`src/rtl/lcd_write_engine.sv`:
```
// HD44780-class LCD write engine: timed RS/RW/E/DB sequencing, 8/4-bit bus, cursor tracking with auto line wrap.
// Define LCD_BUSY_POLL_EN to replace the fixed execution wait with busy-flag polling.
module lcd_write_engine #(
    parameter int BUS_4BIT    = 0,
    parameter int T_SETUP_CYC = 8,
    parameter int T_EN_CYC    = 50,
    parameter int T_HOLD_CYC  = 4,
    parameter int T_EXEC_CYC  = 4000,
    parameter int T_LONG_CYC  = 164000,
    parameter int COLS        = 16,
    parameter int LINES       = 2
) (
    input  logic       Clk,
    input  logic       Reset,
    input  logic       InValid,
    output logic       InReady,
    input  logic       InRS,
    input  logic [7:0] InData,
    output logic       RS,
    output logic       RW,
    output logic       E,
    output logic [7:0] DB,
    output logic       DBOe,
    input  logic [7:0] DBIn,
    output logic       Done,
    output logic [1:0] Line,
    output logic [5:0] Col
);
    localparam int NSET  = (T_SETUP_CYC < 1) ? 1 : T_SETUP_CYC;
    localparam int NEN   = (T_EN_CYC    < 1) ? 1 : T_EN_CYC;
    localparam int NHOLD = (T_HOLD_CYC  < 1) ? 1 : T_HOLD_CYC;
    localparam int NEXEC = (T_EXEC_CYC  < 1) ? 1 : T_EXEC_CYC;
    localparam int NLONG = (T_LONG_CYC  < 1) ? 1 : T_LONG_CYC;
    localparam int M0    = (NSET > NEN) ? NSET : NEN;
    localparam int M1    = (M0 > NHOLD) ? M0 : NHOLD;
    localparam int M2    = (M1 > NEXEC) ? M1 : NEXEC;
    localparam int NMAX  = (M2 > NLONG) ? M2 : NLONG;
    localparam int CW    = $clog2(NMAX + 1);

    localparam logic [CW-1:0] LD_SET  = CW'(NSET - 1);
    localparam logic [CW-1:0] LD_EN   = CW'(NEN - 1);
    localparam logic [CW-1:0] LD_HOLD = CW'(NHOLD - 1);
    localparam logic [CW-1:0] LD_LONG = CW'(NLONG - 1);
    localparam logic          FOUR    = (BUS_4BIT != 0);

`ifdef LCD_BUSY_POLL_EN
    typedef enum logic [2:0] {IDLE, SETUP, PULSE, HOLD, PSETUP, PPULSE, PHOLD} state_t;
`else
    localparam logic [CW-1:0] LD_EXEC = CW'(NEXEC - 1);
    typedef enum logic [2:0] {IDLE, SETUP, PULSE, HOLD, EXEC} state_t;
`endif

    typedef struct packed {
        logic       hit;
        logic [1:0] line;
        logic [5:0] col;
    } map_t;

    function automatic logic [6:0] line_base(input logic [1:0] l);
        case (l)
            2'd0:    return 7'h00;
            2'd1:    return 7'h40;
            2'd2:    return 7'h14;
            default: return 7'h54;
        endcase
    endfunction

    // Walk lines from the top down so the lowest matching line wins on overlap.
    function automatic map_t addr_map(input logic [6:0] a);
        map_t m;
        int   b;
        m = '0;
        for (int l = LINES - 1; l >= 0; l--) begin
            b = int'(line_base(2'(l)));
            if (int'(a) >= b && int'(a) < b + COLS) begin
                m.hit  = 1'b1;
                m.line = 2'(l);
                m.col  = 6'(int'(a) - b);
            end
        end
        return m;
    endfunction

    function automatic logic [7:0] bus_word(input logic [7:0] b, input logic lo);
        if (!FOUR) return b;
        return lo ? {b[3:0], 4'h0} : {b[7:4], 4'h0};
    endfunction

    state_t          state;
    logic [CW-1:0]   cnt;
    logic [7:0]      byte_q;
    logic            nib;
    logic            long_q;
    logic            wrap_pend;
    logic            xfer_end;
    logic            is_home;
    logic            col_last;
    logic [1:0]      line_next;
    map_t            amap;
    logic [7:0]      wrap_cmd;

    assign is_home   = (InData == 8'h01) || (InData == 8'h02) || (InData == 8'h03);
    assign col_last  = (({1'b0, Col} + 7'd1) == 7'(COLS));
    assign line_next = (Line == 2'(LINES - 1)) ? 2'd0 : Line + 2'd1;
    assign amap      = addr_map(InData[6:0]);
    assign wrap_cmd  = {1'b1, line_base(Line)};

`ifdef LCD_BUSY_POLL_EN
    logic [CW-1:0] tmo;
    logic          pnib;
    logic          busy_q;
    logic          unused_dbin;
    assign unused_dbin = ^DBIn[6:0];

    always_comb begin
        xfer_end = 1'b0;
        if (state == PSETUP || state == PPULSE || state == PHOLD) begin
            if (tmo == '0)
                xfer_end = 1'b1;
            else if (state == PHOLD && cnt == '0 && !(FOUR && !pnib) && !busy_q)
                xfer_end = 1'b1;
        end
    end
`else
    logic unused_dbin;
    assign unused_dbin = ^DBIn;
    assign RW = 1'b0;

    always_comb begin
        xfer_end = (state == EXEC) && (cnt == '0);
    end
`endif

    always_ff @(posedge Clk) begin
        if (Reset) begin
            state     <= IDLE;
            cnt       <= '0;
            byte_q    <= '0;
            nib       <= 1'b0;
            long_q    <= 1'b0;
            wrap_pend <= 1'b0;
            InReady   <= 1'b0;
            RS        <= 1'b0;
            E         <= 1'b0;
            DB        <= '0;
            DBOe      <= 1'b0;
            Done      <= 1'b0;
            Line      <= '0;
            Col       <= '0;
`ifdef LCD_BUSY_POLL_EN
            RW        <= 1'b0;
            tmo       <= '0;
            pnib      <= 1'b0;
            busy_q    <= 1'b0;
`endif
        end else begin
            Done <= 1'b0;
            case (state)
                IDLE: begin
                    if (InValid && InReady) begin
                        InReady <= 1'b0;
                        byte_q  <= InData;
                        nib     <= 1'b0;
                        long_q  <= !InRS && is_home;
                        RS      <= InRS;
                        DB      <= bus_word(InData, 1'b0);
                        DBOe    <= 1'b1;
                        cnt     <= LD_SET;
                        state   <= SETUP;
                        // Tracking moves at accept so a wrap can address the new line.
                        if (InRS) begin
                            if (col_last) begin
                                Col       <= '0;
                                Line      <= line_next;
                                wrap_pend <= 1'b1;
                            end else begin
                                Col <= Col + 6'd1;
                            end
                        end else if (is_home) begin
                            Line <= '0;
                            Col  <= '0;
                        end else if (InData[7] && amap.hit) begin
                            Line <= amap.line;
                            Col  <= amap.col;
                        end
                    end else begin
                        InReady <= 1'b1;
                    end
                end
                SETUP: begin
                    if (cnt == '0) begin
                        E     <= 1'b1;
                        cnt   <= LD_EN;
                        state <= PULSE;
                    end else cnt <= cnt - CW'(1);
                end
                PULSE: begin
                    if (cnt == '0) begin
                        E     <= 1'b0;
                        cnt   <= LD_HOLD;
                        state <= HOLD;
                    end else cnt <= cnt - CW'(1);
                end
                HOLD: begin
                    if (cnt == '0) begin
                        if (FOUR && !nib) begin
                            nib   <= 1'b1;
                            DB    <= bus_word(byte_q, 1'b1);
                            cnt   <= LD_SET;
                            state <= SETUP;
                        end else begin
                            DB   <= '0;
                            DBOe <= 1'b0;
                            RS   <= 1'b0;
`ifdef LCD_BUSY_POLL_EN
                            RW    <= 1'b1;
                            pnib  <= 1'b0;
                            tmo   <= LD_LONG;
                            cnt   <= LD_SET;
                            state <= PSETUP;
`else
                            cnt   <= long_q ? LD_LONG : LD_EXEC;
                            state <= EXEC;
`endif
                        end
                    end else cnt <= cnt - CW'(1);
                end
`ifdef LCD_BUSY_POLL_EN
                PSETUP: begin
                    if (cnt == '0) begin
                        E     <= 1'b1;
                        cnt   <= LD_EN;
                        state <= PPULSE;
                    end else cnt <= cnt - CW'(1);
                end
                PPULSE: begin
                    if (cnt == '0) begin
                        E <= 1'b0;
                        // Only the first read of a 4-bit pair carries the busy flag.
                        if (!pnib) busy_q <= DBIn[7];
                        cnt   <= LD_HOLD;
                        state <= PHOLD;
                    end else cnt <= cnt - CW'(1);
                end
                PHOLD: begin
                    if (cnt == '0) begin
                        pnib  <= FOUR && !pnib;
                        cnt   <= LD_SET;
                        state <= PSETUP;
                    end else cnt <= cnt - CW'(1);
                end
`else
                EXEC: begin
                    if (cnt != '0) cnt <= cnt - CW'(1);
                end
`endif
                default: state <= IDLE;
            endcase

`ifdef LCD_BUSY_POLL_EN
            if ((state == PSETUP || state == PPULSE || state == PHOLD) && tmo != '0)
                tmo <= tmo - CW'(1);
`endif

            if (xfer_end) begin
                E <= 1'b0;
`ifdef LCD_BUSY_POLL_EN
                RW <= 1'b0;
`endif
                if (wrap_pend) begin
                    wrap_pend <= 1'b0;
                    byte_q    <= wrap_cmd;
                    long_q    <= 1'b0;
                    nib       <= 1'b0;
                    RS        <= 1'b0;
                    DB        <= bus_word(wrap_cmd, 1'b0);
                    DBOe      <= 1'b1;
                    cnt       <= LD_SET;
                    state     <= SETUP;
                end else begin
                    Done    <= 1'b1;
                    InReady <= 1'b1;
                    state   <= IDLE;
                end
            end
        end
    end

endmodule

```
`config.mk`:
```
export PLATFORM = sky130hd
export DESIGN_NAME = lcd_write_engine
export DESIGN_NICKNAME = d
export VERILOG_FILES = /design/src/rtl/lcd_write_engine.sv
export SDC_FILE = /design/constraint.sdc
export NUM_CORES = 1
export LEC_CHECK = 0
export CORE_UTILIZATION = 58
export DETAILED_ROUTE_END_ITERATION = 12
export PLACE_DENSITY = 0.95
export SYNTH_ARGS = -nofsm -noshare
export SYNTH_HDL_FRONTEND = slang
export SYNTH_SLANG_ARGS = --single-unit
```
`constraint.sdc`:
```
create_clock -name Clk -period 5.6 [get_ports Clk]
set_input_delay 1.12 -clock Clk [delete_from_list [all_inputs] [get_ports Clk]]
set_output_delay 1.12 -clock Clk [all_outputs]
set_load 0.1 [all_outputs]
```
Word-level counts from Yosys, hierarchy flattened
Index checks and enable logic that the tools add are counted.

storage, ports and cells
  flip-flop bits (word level) = 44
  output and inout port bits = 22
  input port bits = 20

cells by class
  $lt $le $gt $ge = 4
  reductions and logical operators = 21
  bitwise operators = 1
  mux-type cells = 69
  $add $sub $neg = 5
  eq/ne operators = 18

operator list
  operator               count
  $mux 18                8
  $pmux 18 s5            1
  $mux 1                 32
  $mux 8                 4
  $mux 6                 4
  $pmux 7 s3             1
  $logic_not 18->1       1
  $mux 9                 2
  $reduce_bool 18->1     1
  $sub 18x1->18 const B  1
  $eq 8x2->1 const B     2
  $pmux 8 s2             1
  $mux 3                 5
  $pmux 3 s5             1
  $ne 3x3->1 const B     4
  $mux 2                 5
  $eq 8x1->1 const B     1
  $mux 4                 2
  $add 6x1->7 const B    1
  $eq 7x5->1 const B     1
  $ge 7x1->1 const B     1
  $ge 7x7->1 const B     1
  $lt 7x5->1 const B     1
  $lt 7x7->1 const B     1
  other kinds (23)       36

Longest topological paths before layout
  word-level depth = 9
  depth in mapped cells = 12
  depth with buffers taken out = 11

Worst setup path after synthesis
No wires, ideal clock.

  kind = in2reg
  from = input InData[6]
  to = register Col[4]
  slack = 2.978 ns
  data arrival time = 2.552 ns
  cell stages on the path = 6
  buffers on the path = 0
  cell sequence = nor4_2 a21oi_1 o31ai_1 nand2_1 or4_1 a21oi_1

between the ends
  cells in the longest elaborated chain, start to end = 7

RTL lines
  item                                                                 RTL line  text
  start, declared                                                      18        input logic [7:0] InData,
  $ge 7x7->1 / $lt 7x7->1 (equally long branches)                      75        if (int'(a) >= b && int'(a) < b + COLS) begin
  $logic_and 1x1->1                                                    75
  $mux 9 (2 in a row)                                                  75
  $logic_and 1x1->1 / $mux 6 (equally long branches)                   182       end else if (InData[7] && amap.hit) begin
  $reduce_bool 3->1 (no source line) / $mux 6 (equally long branches)  -
  $reduce_and 3->1 (no source line) / $mux 6 (equally long branches)   -
  end signal, assigned                                                 177       Col <= Col + 6'd1;
  end signal, assigned                                                 184       Col <= amap.col;
  end, declared                                                        27        output logic [5:0] Col

Several ways; a longest one is shown, not always the timed one. The select of a mux whose other input is x is not followed.
A chain may end at the register's enable or synchronous reset.

Worst setup path in the final report
  from = register Col[4]
  to = output Col[4]

No word-level cell between the ends.

==> run summary <==
final hold violation count = 0
xor/xnor cell area share of the yosys netlist = 2.346%
CP startpoint kind = flip-flop
origin of the critical flop-to-flop path = cnt[0]$_SDFF_PP0_
total area of sequential cells = 880.8 µm²
Clock Tree Root = clkbuf_8
Synth Instances = 325
period utilisation layout = 56.41%
Yosys warnings = 0
Crit path arrival time = 2.04 ns
setup_tns = 0 ns
most common cell after layout, fill and taps aside = dfxtp_1
wirelength, routed = 7.064 mm
die width = 69.13 µm
fmax = 316.5 MHz
Pre-antenna DRT Iters = 5
first-pass GRT wire length = 11.61 mm
Detail Route Antenna Nets = 0
mux contribution to synthesized area = 0.3830%
Min-Delay Endpoint = RS$_SDFF_PP0_
clk slew on worst S/H paths = 0.09 ns
Routability Congestion = 0.9079
Nets = 371
fin cells = 399
clock latency on the worst-skew pair = 0.31 ns
# Max-Cap Violations = 0
average cell area after synthesis = 8.042 µm²
syn_nets = 350
Max clock buf depth = 2
Post-synth ARST share = 0%
commonest cells after routing, fill and taps aside = dfxtp_1 (44), nor2_1 (34), clkdlybuf4s50_1 (32)
post-synth cell types = 63
CTS Buf Count = 5
Layout fillers = 335
CTS H-tree lvls = 2
fin. max-slew vios = 0
main combinational cell family by area after synthesis = compound AO/OA/AOI/OAI gates
Lkg Pwr = 1.109 nW
Post-Syn Area = 2614 µm²
EDFF count, synth = 0
CP required = 4.48 ns
Hold Crit Start = RS$_SDFF_PP0_
row count = 24
Yosys reg bits = 44
initial antenna violation count = 0
wire per inst = 17.70 µm
area of the multi-input gates = 1594 µm²
Hold Path Depth = 2
vias in the first global route = 2,401
core area = 4354 µm²
CP Max Fanout = 9
post-layout util = 69.28%
Fin Hold WS = 0.4742 ns
# IOs = 42
detailed-placement wirelength estimate = 4.844 mm
total number of vias = 2,617
share of cells above drive strength 1 = 7.781%
Post-CTS Hold Buffers = 0
Critical R2R Capture = cnt[0]$_SDFF_PP0_
worst path buffer plus inverter count = 1
total grt overflow = 0
initial core utilization = 60.03%
setup bufs post-CTS = 0
Pwr per Cell Area = 700.2 nW/µm²
CP max-delay cell = clkdlybuf4s50_1
Seq/Total Area, Yosys = 33.70%
Diodes inserted = 0
Top FF cell, synth = dfxtp_1
CTS Sinks = 44
Cells after DPL = 391
post-cts resize count = 0
critical path class = reg -> out
R2R Setup Slk = 2.61 ns
VDD IR-drop max = 0.3145 mV
Final Setup Violations = 0
delay-heaviest family, CP = buffers and inverters
gr usage total = 30.15%
DIE HEIGHT = 69.13 µm
critical path's largest stage delay = 1.20 ns
largest net degree at the start of global routing = 26
Synth Area in Adders = 2.393%
Area Growth Syn to Fin = 15.41%
Worst-Margin Slew = 1.099 ns
Final Skew = 0.007964 ns
DRT iter0 DRCs = 415
R2R cell count = 11
IO buf count = 32
Compound-Gate Fraction of Synth Area = 28.43%
Residual DRC = 0
status = complete, no violations
Hold WC Path Type = reg -> reg
fin crit period = 3.159 ns
RSZ-0062 raised after global routing = false
via density per instance = 6.559
CTS tree = done
critical path, cell by cell = clkdlybuf4s50_1
die area = 4779 µm²
Worst slew margin = 26.50%
Setup crit end kind = output pin
critical path startpoint = Col[4]$_SDFFE_PP0P_
Post-Synth Simple-Gate Area = 27.29%
==> worst min-delay path, stage by stage (launching register included) <==
cell and delay, ns:
dfxtp_1 0.32, nand2_1 0.06, a21oi_1 0.06
==> layout make-up <==
class / count / area share (%)
flip-flops and latches: 44 / 29.20
multi-input cells: 251 / 52.84
repair buffers: 33 / 10.87
clock inverters: 2 / 1.161
well taps: 52 / 2.157
inverters: 11 / 1.369
clock buffers: 6 / 2.406
==> through the flow <==
step	power [mW]	cell area, µm²	worst slack [ns]
final	2.112	3017	2.441
after global routing	2.260	3017	2.389
after CTS	2.088	3017	2.460
after detailed placement	1.834	2909	2.277
after global placement	1.768	2909	2.355
after floorplan	1.627	2614	2.978
==> flip-flops by register name (all words and copies together) (netlist names) <==
name,count
Col,6
DB,8
DBOe,1
Done,1
E,1
InReady,1
Line,2
RS,1
cnt,18
long_q,1
state,3
wrap_pend,1
==> power by group <==
part | switching (mW) | internal, mW | total [mW]
Sequential | 0.107 | 0.390 | 0.497
Combinational | 0.929 | 0.439 | 1.37
Clock | 0.114 | 0.133 | 0.247
==> cell usage after synthesis (6+ instances only) <==
library cell,n,area [µm²]
nor3_1,9,45.04
a22oi_1,8,60.06
nand3_1,10,50.05
nand2_1,28,105.1
dfxtp_1,44,880.8
a221oi_1,6,52.55
or3_1,6,37.54
clkbuf_1,12,45.04
a31oi_1,7,43.79
o21ai_0,21,105.1
nor2_1,34,127.6
inv_1,10,37.54
a21oi_1,31,155.2
==> logic make-up after synthesis <==
family                   after synthesis
buffers and inverters                 30
AO/OA/AOI/OAI                        109
XOR/XNOR                               7
adder cells (fa/ha/maj)                5
AND/OR/NAND/NOR                      128
other                                  1
multiplexers                           1
flip-flops                            44
==> metal layers <==
| metal | vias up | part of all wire [%] | GRT usage, % |
|---|---|---|---|
| met3 | 23 | 7.0 | 5.409 |
| met2 | 136 | 47 | 45.42 |
| met1 | 1225 | 43 | 40.96 |
| met4 | 0 | 2.7 | 16.10 |
| met5 | - | 0 | 0 |
| li1 | 1233 | - | - |
==> worst max-delay path by stage <==
stage                                     end  slack (ns)  depth (start not counted)
final                                  Col[4]        2.44                          1
after global routing                   Col[4]        2.39                          1
after CTS                              Col[4]        2.46                          1
after detailed placement  Col[4]$_SDFFE_PP0P_        2.28                          7
after global placement    Col[4]$_SDFFE_PP0P_        2.35                          7
after floorplan           Col[4]$_SDFFE_PP0P_        2.98                          6
Power figures use the tool's default switching activity.
